[src/rtl/face_dispatch.sv]
// Instruction front-end for the systolic multiply engine: queues
// instructions, applies address-sets and issues one calculation at a time.
module face_dispatch #(
  parameter int          ADDR_W       = 32,
  parameter int          BASE_W       = 19,
  parameter int          SIZE_W       = 11,
  parameter int          FIFO_DEPTH   = 4,
  parameter int          STATE_W      = 4,
  parameter logic [6:0]  SYS_OPCODE   = 7'b0001011,
  parameter logic [2:0]  FUNC_ADDRSET = 3'd0,
  parameter logic [2:0]  FUNC_CALC    = 3'd1
) (
  input  logic               clk,
  input  logic               rst_n,
  input  logic               instr_valid,
  input  logic [31:0]        instr,
  output logic               instr_ready,
  input  logic [STATE_W-1:0] engine_state,
  output logic               calc_init,
  output logic [1:0]         ctrl_mode,
  output logic [2:0]         mem_mode,
  output logic [SIZE_W-1:0]  matrix_size,
  output logic [ADDR_W-1:0]  base_left,
  output logic [ADDR_W-1:0]  base_right,
  output logic [ADDR_W-1:0]  base_addsrc,
  output logic [ADDR_W-1:0]  base_save,
  output logic               busy,
  output logic               done,
  output logic               illegal_err,
  output logic [15:0]        calc_count
);

  localparam int PTR_W = $clog2(FIFO_DEPTH);
  localparam int CNT_W = PTR_W + 1;

  typedef enum logic [1:0] {
    S_IDLE,
    S_ISSUE,
    S_WAIT_START,
    S_WAIT_DONE
  } state_e;

  state_e state_q, state_d;

  logic [31:0]      mem_q [FIFO_DEPTH];
  logic [PTR_W-1:0] wr_ptr_q, rd_ptr_q;
  logic [CNT_W-1:0] count_q;

  logic [ADDR_W-1:0] left_q, left_d;
  logic [ADDR_W-1:0] right_q, right_d;
  logic [ADDR_W-1:0] addsrc_q, addsrc_d;
  logic [ADDR_W-1:0] save_q, save_d;
  logic [1:0]        mode_q, mode_d;
  logic [SIZE_W-1:0] size_q, size_d;
  logic              illegal_q, illegal_d;
  logic              done_q, done_d;
  logic [15:0]       ccount_q, ccount_d;

  logic              push, pop;
  logic [31:0]       head;
  logic [6:0]        h_op;
  logic [2:0]        h_func;
  logic [1:0]        h_sel;
  logic [ADDR_W-1:0] h_base;
  logic              unused_head;

  assign instr_ready = (count_q != CNT_W'(FIFO_DEPTH));
  assign push        = instr_valid && instr_ready;
  assign pop         = (state_q == S_IDLE) && (count_q != '0);

  assign head        = mem_q[rd_ptr_q];
  assign h_op        = head[6:0];
  assign h_func      = head[9:7];
  assign h_sel       = head[11:10];
  assign h_base      = ADDR_W'(head[12+BASE_W-1:12]);
  assign unused_head = head[31];

  always_ff @(posedge clk) begin
    if (push) mem_q[wr_ptr_q] <= instr;
  end

  // Head is only decoded while idle, so bases and mode hold during a calc.
  always_comb begin
    state_d   = state_q;
    left_d    = left_q;
    right_d   = right_q;
    addsrc_d  = addsrc_q;
    save_d    = save_q;
    mode_d    = mode_q;
    size_d    = size_q;
    illegal_d = illegal_q;
    done_d    = 1'b0;
    ccount_d  = ccount_q;
    unique case (state_q)
      S_IDLE: begin
        if (pop && h_op == SYS_OPCODE) begin
          if (h_func == FUNC_ADDRSET) begin
            unique case (h_sel)
              2'b00:   left_d   = h_base;
              2'b01:   right_d  = h_base;
              2'b10:   addsrc_d = h_base;
              default: save_d   = h_base;
            endcase
          end else if (h_func == FUNC_CALC) begin
            mode_d  = h_sel;
            size_d  = head[12+SIZE_W-1:12];
            state_d = S_ISSUE;
          end else begin
            illegal_d = 1'b1;
          end
        end
      end
      S_ISSUE: state_d = S_WAIT_START;
      S_WAIT_START: begin
        if (engine_state != '0) state_d = S_WAIT_DONE;
      end
      S_WAIT_DONE: begin
        if (engine_state == '0) begin
          done_d   = 1'b1;
          ccount_d = ccount_q + 16'd1;
          state_d  = S_IDLE;
        end
      end
      default: state_d = S_IDLE;
    endcase
  end

  always_ff @(posedge clk) begin
    if (!rst_n) begin
      state_q   <= S_IDLE;
      wr_ptr_q  <= '0;
      rd_ptr_q  <= '0;
      count_q   <= '0;
      left_q    <= '0;
      right_q   <= '0;
      addsrc_q  <= '0;
      save_q    <= '0;
      mode_q    <= '0;
      size_q    <= '0;
      illegal_q <= 1'b0;
      done_q    <= 1'b0;
      ccount_q  <= '0;
    end else begin
      state_q   <= state_d;
      if (push) wr_ptr_q <= wr_ptr_q + PTR_W'(1);
      if (pop)  rd_ptr_q <= rd_ptr_q + PTR_W'(1);
      count_q   <= count_q + CNT_W'(push) - CNT_W'(pop);
      left_q    <= left_d;
      right_q   <= right_d;
      addsrc_q  <= addsrc_d;
      save_q    <= save_d;
      mode_q    <= mode_d;
      size_q    <= size_d;
      illegal_q <= illegal_d;
      done_q    <= done_d;
      ccount_q  <= ccount_d;
    end
  end

  assign calc_init   = (state_q == S_ISSUE);
  assign ctrl_mode   = mode_q;
  assign mem_mode    = (mode_q == 2'b11) ? 3'd2 : 3'd1;
  assign matrix_size = size_q;
  assign base_left   = left_q;
  assign base_right  = right_q;
  assign base_addsrc = addsrc_q;
  assign base_save   = save_q;
  assign busy        = (state_q != S_IDLE) || (count_q != '0);
  assign done        = done_q;
  assign illegal_err = illegal_q;
  assign calc_count  = ccount_q;

endmodule

[config.mk]
export PLATFORM = sky130hd
export DESIGN_NAME = face_dispatch
export DESIGN_NICKNAME = d
export VERILOG_FILES = /design/src/rtl/face_dispatch.sv
export SDC_FILE = /design/constraint.sdc
export NUM_CORES = 1
export LEC_CHECK = 0
export CORE_MARGIN = 10
export CORE_UTILIZATION = 51
export CTS_CLUSTER_DIAMETER = 50
export CTS_CLUSTER_SIZE = 28
export DETAILED_ROUTE_END_ITERATION = 8
export PLACE_DENSITY = 0.85
export SLEW_MARGIN = 20
export SYNTH_ARGS = -nofsm -noshare
export SYNTH_HDL_FRONTEND = slang
export SYNTH_SLANG_ARGS = --single-unit
[constraint.sdc]
create_clock -name clk -period 3 [get_ports clk]
set_input_delay 0.6 -clock clk [delete_from_list [all_inputs] [get_ports clk]]
set_output_delay 0.6 -clock clk [all_outputs]
set_load 0.02 [all_outputs]
### After elaboration in Yosys (flattened, before gate mapping)

Memories as Yosys holds them, arrays and structs flattened. A register that Yosys moved wholly into a read port is not among the register bits.
Cells that the tools add are included.

| storage, ports and cells | value |
|---|---|
| output and inout port bits | 165 |
| input port bits | 39 |
| memories | 1 |
| bits in read-only memories | 0 |
| RAM bits | 128 |
| bits in latches | 0 |
| register bits after elaboration | 116 |

| operators by class | value |
|---|---|
| eq/ne operators | 14 |
| bitwise operators | 3 |
| div/mod/pow operators | 0 |
| order comparisons | 0 |
| multiply operators | 0 |
| reductions and logical operators | 21 |
| multiplexer cells | 12 |
| add/subtract/negate cells | 5 |
| shifts and indexed selects | 0 |

Memory list:

| memory | depth | bits a word | rd ports | clocked after Yosys merged registers in | wr ports | RTL line | source |
|---|---|---|---|---|---|---|---|
| mem_q | 4 | 32 | 1 | 1 | 1 | 45 | `logic [31:0] mem_q [FIFO_DEPTH];` |

Operator list:

| cell | number |
|---|---|
| AND reduction 4 bit | 6 |
| adder 16 x 1 -> 16 bit (second input constant) | 1 |
| two-way mux 2 bit | 8 |
| == test 2 bit (second input constant) | 4 |
| case mux 2 bit (4 select lines) | 1 |
| == test 7 x 4 -> 1 bit (second input constant) | 1 |
| inequality test 2 bit (second input constant) | 3 |
| AND reduction 5 bit | 1 |
| adder 2 x 1 -> 2 bit (second input constant) | 2 |
| == test 2 x 1 -> 1 bit (second input constant) | 2 |
| zero test 2 bit | 2 |
| zero test 4 bit | 1 |
| inequality test 2 x 1 -> 1 bit (second input constant) | 2 |
| AND reduction 2 bit | 2 |
| nonzero test 4 bit | 1 |
| adder 3 x 1 -> 3 bit | 1 |
| == test 3 x 1 -> 1 bit (second input constant) | 1 |
| logical AND 1 bit | 3 |
| zero test 3 bit | 1 |
| two-way mux 1 bit | 3 |
| inequality test 3 bit (second input constant) | 1 |
| inverter 1 bit | 3 |
| nonzero test 3 bit | 1 |
| OR reduction 3 bit | 1 |
| other kinds (3) | 3 |

### Logic depth before layout (Yosys ltp)

Gate-level depths: netlist of run 1.

| logic depth | value |
|---|---|
| word-level depth | 5 |
| gate-level depth with buffers | 10 |
| mapped depth without buffers | 10 |

### Least setup slack after synthesis of run 1

Ideal clock, no wire load.

| timing | value |
|---|---|
| path kind | register to register |
| from | register state_q[0] |
| to | register count_q[2] |
| arrival | 2.039 ns |
| required time | 2.885 ns |
| setup slack | 0.846 ns |
| path buffers | 0 |
| library setup time | 0.115 ns |
| stages on the path, launching flop included | 11 |
| period minus slack after synthesis | 2.154 ns |
| path through | dfxtp_1 inv_1 ha_1 or2b_4 inv_1 ha_1 inv_1 ha_1 fa_1 xnor2_1 and2_1 |

| between the ends | value |
|---|---|
| cells in the longest elaborated chain, start to end | 3 |

RTL lines:

| element | RTL line | source |
|---|---|---|
| from (decl) | 43 | `state_e state_q, state_d;` |
| from (signal assigned) | 144 | `state_q <= state_d;` |
| zero test 2 bit | 69 | `assign pop = (state_q == S_IDLE) && (count_q != '0);` |
| logical AND 1 bit | 69 |  |
| via pop | 59 | `logic push, pop;` |
| subtractor 3 x 1 -> 3 bit | 147 | `count_q <= count_q + CNT_W'(push) - CNT_W'(pop);` |
| to (signal assigned) | 147 |  |
| to (decl) | 47 | `logic [CNT_W-1:0] count_q;` |

The timed path passes the listed nets, and every way through them passes these cells.
A chain may end at the register's enable or synchronous reset.

### Final worst setup path of run 1

| timing | value |
|---|---|
| from | register state_q[1] |
| to | output port busy |

| between the ends | value |
|---|---|
| cells in the longest elaborated chain, start to end | 2 |

RTL lines:

| element | RTL line | source |
|---|---|---|
| nonzero test 2 bit | 168 | `assign busy = (state_q != S_IDLE) \|\| (count_q != '0);` |
| logical OR 1 bit | 168 |  |
| to (decl) | 27 | `output logic busy,` |

No other way between the ends.

==> flow_summary_export.csv, run 1 <==
group,metric,value,unit
placed_design,gp_congestion,0.775,
clock_network,cts_buffer_depth,3,
setup_path,crit_chain,"inv_1 -> ha_1 -> nand2_1 -> clkdlybuf4s50_1",
synthesis,ys_seq_elements,242,
synthesis,syn_area,9740,um^2
clock_network,clkSinkCount,242,
timing,max_freq,397,MHz
floorplan,io_pins,204,
setup_path,arrival,1920,ps
timing,min_period,2520,ps
synthesis,yosysWarnings,0,
power_and_ir_drop,power_frac_comb,0.174,
setup_path,critPathLaunchType,"register",
power_and_ir_drop,p_int,0.00580,W
global_routing,grt_first_pass_wirelength,31800,um
power_and_ir_drop,netSwitchingFraction,0.282,
timing,hold_slack,504,ps
synthesis,synth.distinct_cells,47,
clock_network,cts_tree,"done",
clock_network,clk_latency,510,ps
power_and_ir_drop,switching_power,0.00228,W
floorplan,core-area,18800,um^2
hold_path,hp-class,"reg2reg",
routing,post_drt_wl_per_cell,19.5,um
timing,skew,28.8,ps
global_routing,grt_max_degree,51,
setup_path,slowest_stage,"clkdlybuf4s50_1",
timing,slew_violations,0,
synthesis,synth_cells,675,
synthesis,synthFlopType,"edfxtp_1",
clock_network,cts_root_buf,"clkbuf_16",
timing,period_share,0.839,
cells_and_area,fill_cells,1360,
power_and_ir_drop,power_density,673,nW/um^2
placed_design,dp_hpwl,14700,um
routing,vias,5493,
routing,ant_nets,0,
power_and_ir_drop,ir_drop,0.671,mV
routing,wl,21200,um
global_routing,grt_pass1_vias,5532,
cells_and_area,final_common_cell,"clkdlybuf4s50_1",
global_routing,gr-usage-all-layers,0.163,
setup_path,critPathCaptureType,"primary output",
routing,vias_per_cell,5.07,
placed_design,io_buffer_count,149,
setup_path,slowest_delay,600,ps
cells_and_area,regArea,6090,um^2
floorplan,die_w,158,um
power_and_ir_drop,pwr-share-clk,0.353,
cells_and_area,area_growth,23.3,%
hold_path,min_path_cells,2,
floorplan,die_y,158,um
routing,firstDrtPassIters,4,
timing,finalSetupViolCount,0,
flow_run,maxCapViolCount,0,
cells_and_area,post-route-util,0.640,
synthesis,async_flop_share,0,
timing,finalHoldViolations,0,
global_routing,grt.overflow.total,0,
clock_network,ctsResizeCount,0,
cells_and_area,layout_common_cells,"clkdlybuf4s50_1 (148), edfxtp_1 (124), dfxtp_1 (117)",
clock_network,cts.clk_slew.worst_paths,70,ps
clock_network,htreeDepth,1,
cells_and_area,finish.net_count,885,
setup_path,worst_r2r_path_depth,9,
floorplan,dieArea,25000,um^2
floorplan,start_util,0.519,
setup_path,crit_type,"reg2out",
global_routing,antenna_found_initial,2,
clock_network,numCtsBuffers,21,
setup_path,required,2400,ps
power_and_ir_drop,seq_power_share,0.473,
routing,drt_iter0_markers,340,
synthesis,syn_avg_cell_area,14.4,um^2
routing,drc_errors,0,
setup_path,crit_fanout,4,
clock_network,ctsHoldBuffers,0,
clock_network,post_cts_buffers,0,
timing,grt_setup_unrepaired,"no",
timing,fin_setup_tns,0,ps
synthesis,synth_edf_count,124,
cells_and_area,drive_gt1_frac,0.110,
power_and_ir_drop,p_leak,4.74,nW
floorplan,rows,50,
cells_and_area,multiInputGateArea,3220,um^2
synthesis,seq_area_frac_synth,0.625,
run_status,status,"completed",
## metal layers
metal | routed length, um | global-route usage | up-vias
li1 | - | - | 2607
met1 | 8450 | 0.196 | 2696
met2 | 10800 | 0.287 | 160
met3 | 1430 | 0.0358 | 30
met4 | 463 | 0.0432 | 0
met5 | 0 | 0 | -
## sequential cells by signal (all words and copies together), names as in the netlist, named ones only
register / count
matrix_size: 11
base_save: 19
base_addsrc: 19
wr_ptr_q: 2
calc_count: 16
mem_q: 124
ctrl_mode: 2
base_left: 19
base_right: 19
rd_ptr_q: 2
illegal_err: 1
state_q: 2
count_q: 3
done: 1
## power by group through the flow
stage / Clock (W) / Sequential, W / Combinational, W
after floorplan: 0 / 0.00385 / 0.00104
after global placement: 0 / 0.00388 / 0.00138
after detailed placement: 0 / 0.00390 / 0.00141
after CTS: 0.00292 / 0.00382 / 0.00142
after global routing: 0.00303 / 0.00385 / 0.00153
final: 0.00285 / 0.00382 / 0.00141
## metrics by stage
step | cell area [um^2] | worst slack [ps] | std cells | total power [W]
finish | 12000 | 484 | 1084 | 0.00808
global route | 12000 | 366 | 1082 | 0.00840
CTS | 12000 | 443 | 1082 | 0.00816
detailed placement | 11300 | 363 | 1044 | 0.00531
global placement | 11300 | 364 | 1044 | 0.00527
floorplan | 9940 | 846 | 727 | 0.00489
## critical path, delay by kind of cell (launching register included)
family	cells	cell delay (ps)
fa+ha+maj	1	250
buf+inv	2	700
flops	1	390
simple gates	1	80
## synth_stat cells (2+ instances only)
cell       count  share of area
clkbuf_1      14         0.0054
and4_1         3         0.0027
inv_1         14         0.0054
buf_2          4         0.0021
and3_1         7         0.0045
nor2_1         2        0.00077
nand4_1        4         0.0026
a21boi_0       4         0.0031
o2111ai_1      4         0.0036
xor2_1         2         0.0018
dfxtp_1      118           0.24
buf_8          3         0.0046
and2_1        21          0.013
edfxtp_1     124           0.38
nor2b_1       92          0.059
nand3_1        9         0.0046
mux2i_1       91          0.094
or3_1          2         0.0013
ha_1          12          0.015
o21ai_0        3         0.0015
buf_6          5         0.0058
xnor2_1       16          0.014
mux4_2        23          0.053
o21a_1         2         0.0015
or2_1          3         0.0019
buf_4         55          0.042
nand2_1       16         0.0062
nor4b_1        3         0.0027
## path summary, 6_finish.rpt
| kind | from | to | slack, ps |
|---|---|---|---|
| hold / removal | state_q[0] | state_q[0] | 500 |
| setup reg to reg | state_q[1] | base_addsrc[18] | 600 |
| hold reg to reg | state_q[0] | state_q[0] | 500 |
| setup / recovery | state_q[1] | busy | 480 |
## final cells by class
cell class	instances	share of cell area
clock buffer	22	0.0449
timing repair buffer	165	0.134
inverter	14	0.00438
sequential	242	0.507
tap	234	0.0244
multi-input combinational	389	0.268
clock inverter	16	0.0174
antenna	2	0.000417
## cells by family (layout without fill, tap and decap cells)
kind of cell	Yosys count	count (layout)	share of synthesized area
DFF	242	242	0.625
and+or+nand+nor	173	173	0.111
muxes	114	114	0.147
buffers and inverters	96	217	0.0677
AOI/OAI and AO/OA	18	18	0.0162
xor gates and xnor gates	18	18	0.0162
adders and majority gates	13	13	0.0175
other	1	55	0.000385
(Power assumes the default switching activity.)
==> run 2: changes to the inputs <==
Clock period 3 ns to 2.34 ns, I/O delays scaled along.
==> run 2 against run 1 <==
Design area grew 0.93%. Clock skew shrank 16 ps. Clock power grew 20%. Utilization grew 0.59 points. Sequential share of layout area shrank 0.44 points. Power grew 26%. Highest routed layer unchanged. Sequential cell count is the same.
==> flow_summary_export.csv, run 2 (same netlist as run 1, synthesis figures left out) <==
group,metric,value,unit
setup_path,ff2ff_setup_slack,100,ps
power_and_ir_drop,ir_drop,0.681,mV
timing,slew_violations,0,
placed_design,io_buffer_count,149,
timing,finalHoldViolations,0,
cells_and_area,multiInputGateArea,3230,um^2
cells_and_area,fill_cells,1339,
timing,period_share,0.958,
power_and_ir_drop,total_power,0.0101,W
cells_and_area,area_growth,24.4,%
placed_design,dp_hpwl,14700,um
routing,ant_nets,0,
setup_path,arrival,2670,ps
floorplan,start_util,0.519,
floorplan,dieArea,25000,um^2
cells_and_area,layout_common_cells,"clkdlybuf4s50_1 (147), edfxtp_1 (124), dfxtp_1 (115)",
routing,firstDrtPassIters,4,
cells_and_area,num_antenna_cells,0,
routing,wl,21100,um
setup_path,crit_type,"reg2reg",
timing,max_freq,446,MHz
setup_path,r2r_start,"state_q[1]",
timing,skew,13.3,ps
cells_and_area,design_area,12100,um^2
routing,drt_iter0_markers,319,
hold_path,min_from,"state_q[1]",
clock_network,clk_latency,500,ps
global_routing,grt_first_pass_wirelength,31800,um
clock_network,cts_tree,"done",
cells_and_area,largest_reg_flops,124,
clock_network,post_cts_buffers,0,
placed_design,dpl_cell_area,11400,um^2
setup_path,crit_fanout,6,
power_and_ir_drop,power_density,837,nW/um^2
timing,finalSetupViolCount,0,
cells_and_area,final_cells,1087,
clock_network,ctsResizeCount,1,
timing,min_period,2240,ps
clock_network,htreeDepth,1,
setup_path,critPathCaptureType,"register",
floorplan,rows,50,
setup_path,crit_start,"state_q[1]",
floorplan,die_w,158,um
floorplan,core-area,18800,um^2
floorplan,io_pins,204,
timing,grt_setup_unrepaired,"no",
clock_network,clkSinkCount,242,
setup_path,cp-endpoint,"state_q[1]",
setup_path,r2r_end,"state_q[1]",
global_routing,grt_pass1_vias,5618,
routing,vias,5474,
hold_path,hp-class,"reg2reg",
placed_design,gp_congestion,0.768,
placed_design,placed_cells_incl_taps,1050,
clock_network,cts_buffer_depth,3,
setup_path,critPathLaunchType,"register",
cells_and_area,regMostFlops,"mem_q",
clock_network,cts_root_buf,"clkbuf_16",
cells_and_area,post-route-util,0.646,
clock_network,ctsHoldBuffers,0,
routing,vias_per_cell,5.04,
clock_network,cts.clk_slew.worst_paths,70,ps
global_routing,gr-usage-all-layers,0.163,
routing,post_drt_wl_per_cell,19.4,um
power_and_ir_drop,p_leak,4.79,nW
cells_and_area,finish.net_count,891,
floorplan,die_y,158,um
flow_run,maxCapViolCount,0,
global_routing,grt.overflow.total,0,
routing,drc_errors,0,
setup_path,worst_r2r_path_depth,8,
global_routing,antenna_found_initial,0,
cells_and_area,drive_gt1_frac,0.120,
global_routing,grt_max_degree,120,
clock_network,numCtsBuffers,21,
cells_and_area,regArea,6090,um^2
run_status,status,"completed",
cells_and_area,final_common_cell,"clkdlybuf4s50_1",
setup_path,required,2770,ps
run 2: how the worst min path moves through the flow:
stage                     slack, ps     endpoint  cells after the start
after detailed placement        460  illegal_err                      1
after floorplan                 470   state_q[1]                      2
after global placement          450  illegal_err                      1
after CTS                       480  illegal_err                      1
final                           480   state_q[1]                      2
after global routing            500   state_q[1]                      2
run 2: layout make-up:
| type | count | share of cell area |
|---|---|---|
| multi-input cells | 389 | 0.266 |
| clock inverters | 15 | 0.0117 |
| clock buffers | 22 | 0.0445 |
| repair buffers | 171 | 0.147 |
| flip-flops and latches | 242 | 0.502 |
| well taps | 234 | 0.0242 |
| inverters | 14 | 0.00434 |
run 2: power by group:
| group | internal [W] | total [W] | leakage [nW] | switching [W] |
|---|---|---|---|---|
| registers | 0.00477 | 0.00490 | 2.09 | 0.000125 |
| logic | 0.000769 | 0.00184 | 2.37 | 0.00107 |
| clock network | 0.00176 | 0.00341 | 0.324 | 0.00165 |
run 2: worst max-delay path, cell delays in order (launching register included):
cell and delay (ps):
dfxtp_2 340, inv_1 90, ha_1 170, or2b_4 300, inv_1 120, o2111a_2 340
o21ai_2 190, a221oi_2 400, mux2i_1 210
run 2: metrics by stage:
stage               hold slack (ps)  TNS, ps  worst slack [ps]
detailed placement              461     -140              -107
global route                    501        0              4.28
finish                          485        0              97.6
global placement                450    -26.3             -26.3
CTS                             485        0              32.6
floorplan                       468        0               186
run 2: routing by layer:
layer,GRT usage,up-vias,part of all wire,routed length (um)
met3,0.0380,33,0.074,1560
met2,0.286,168,0.51,10700
li1,-,2610,-,-
met5,0,-,0,0
met4,0.0498,0,0.024,510
met1,0.193,2663,0.40,8380
==> run 3: changes to the inputs <==
Settings changed: SLEW_MARGIN 20 to default.
==> results of run 3 <==
Final layout, timing and power as in run 2 (identical DEF).
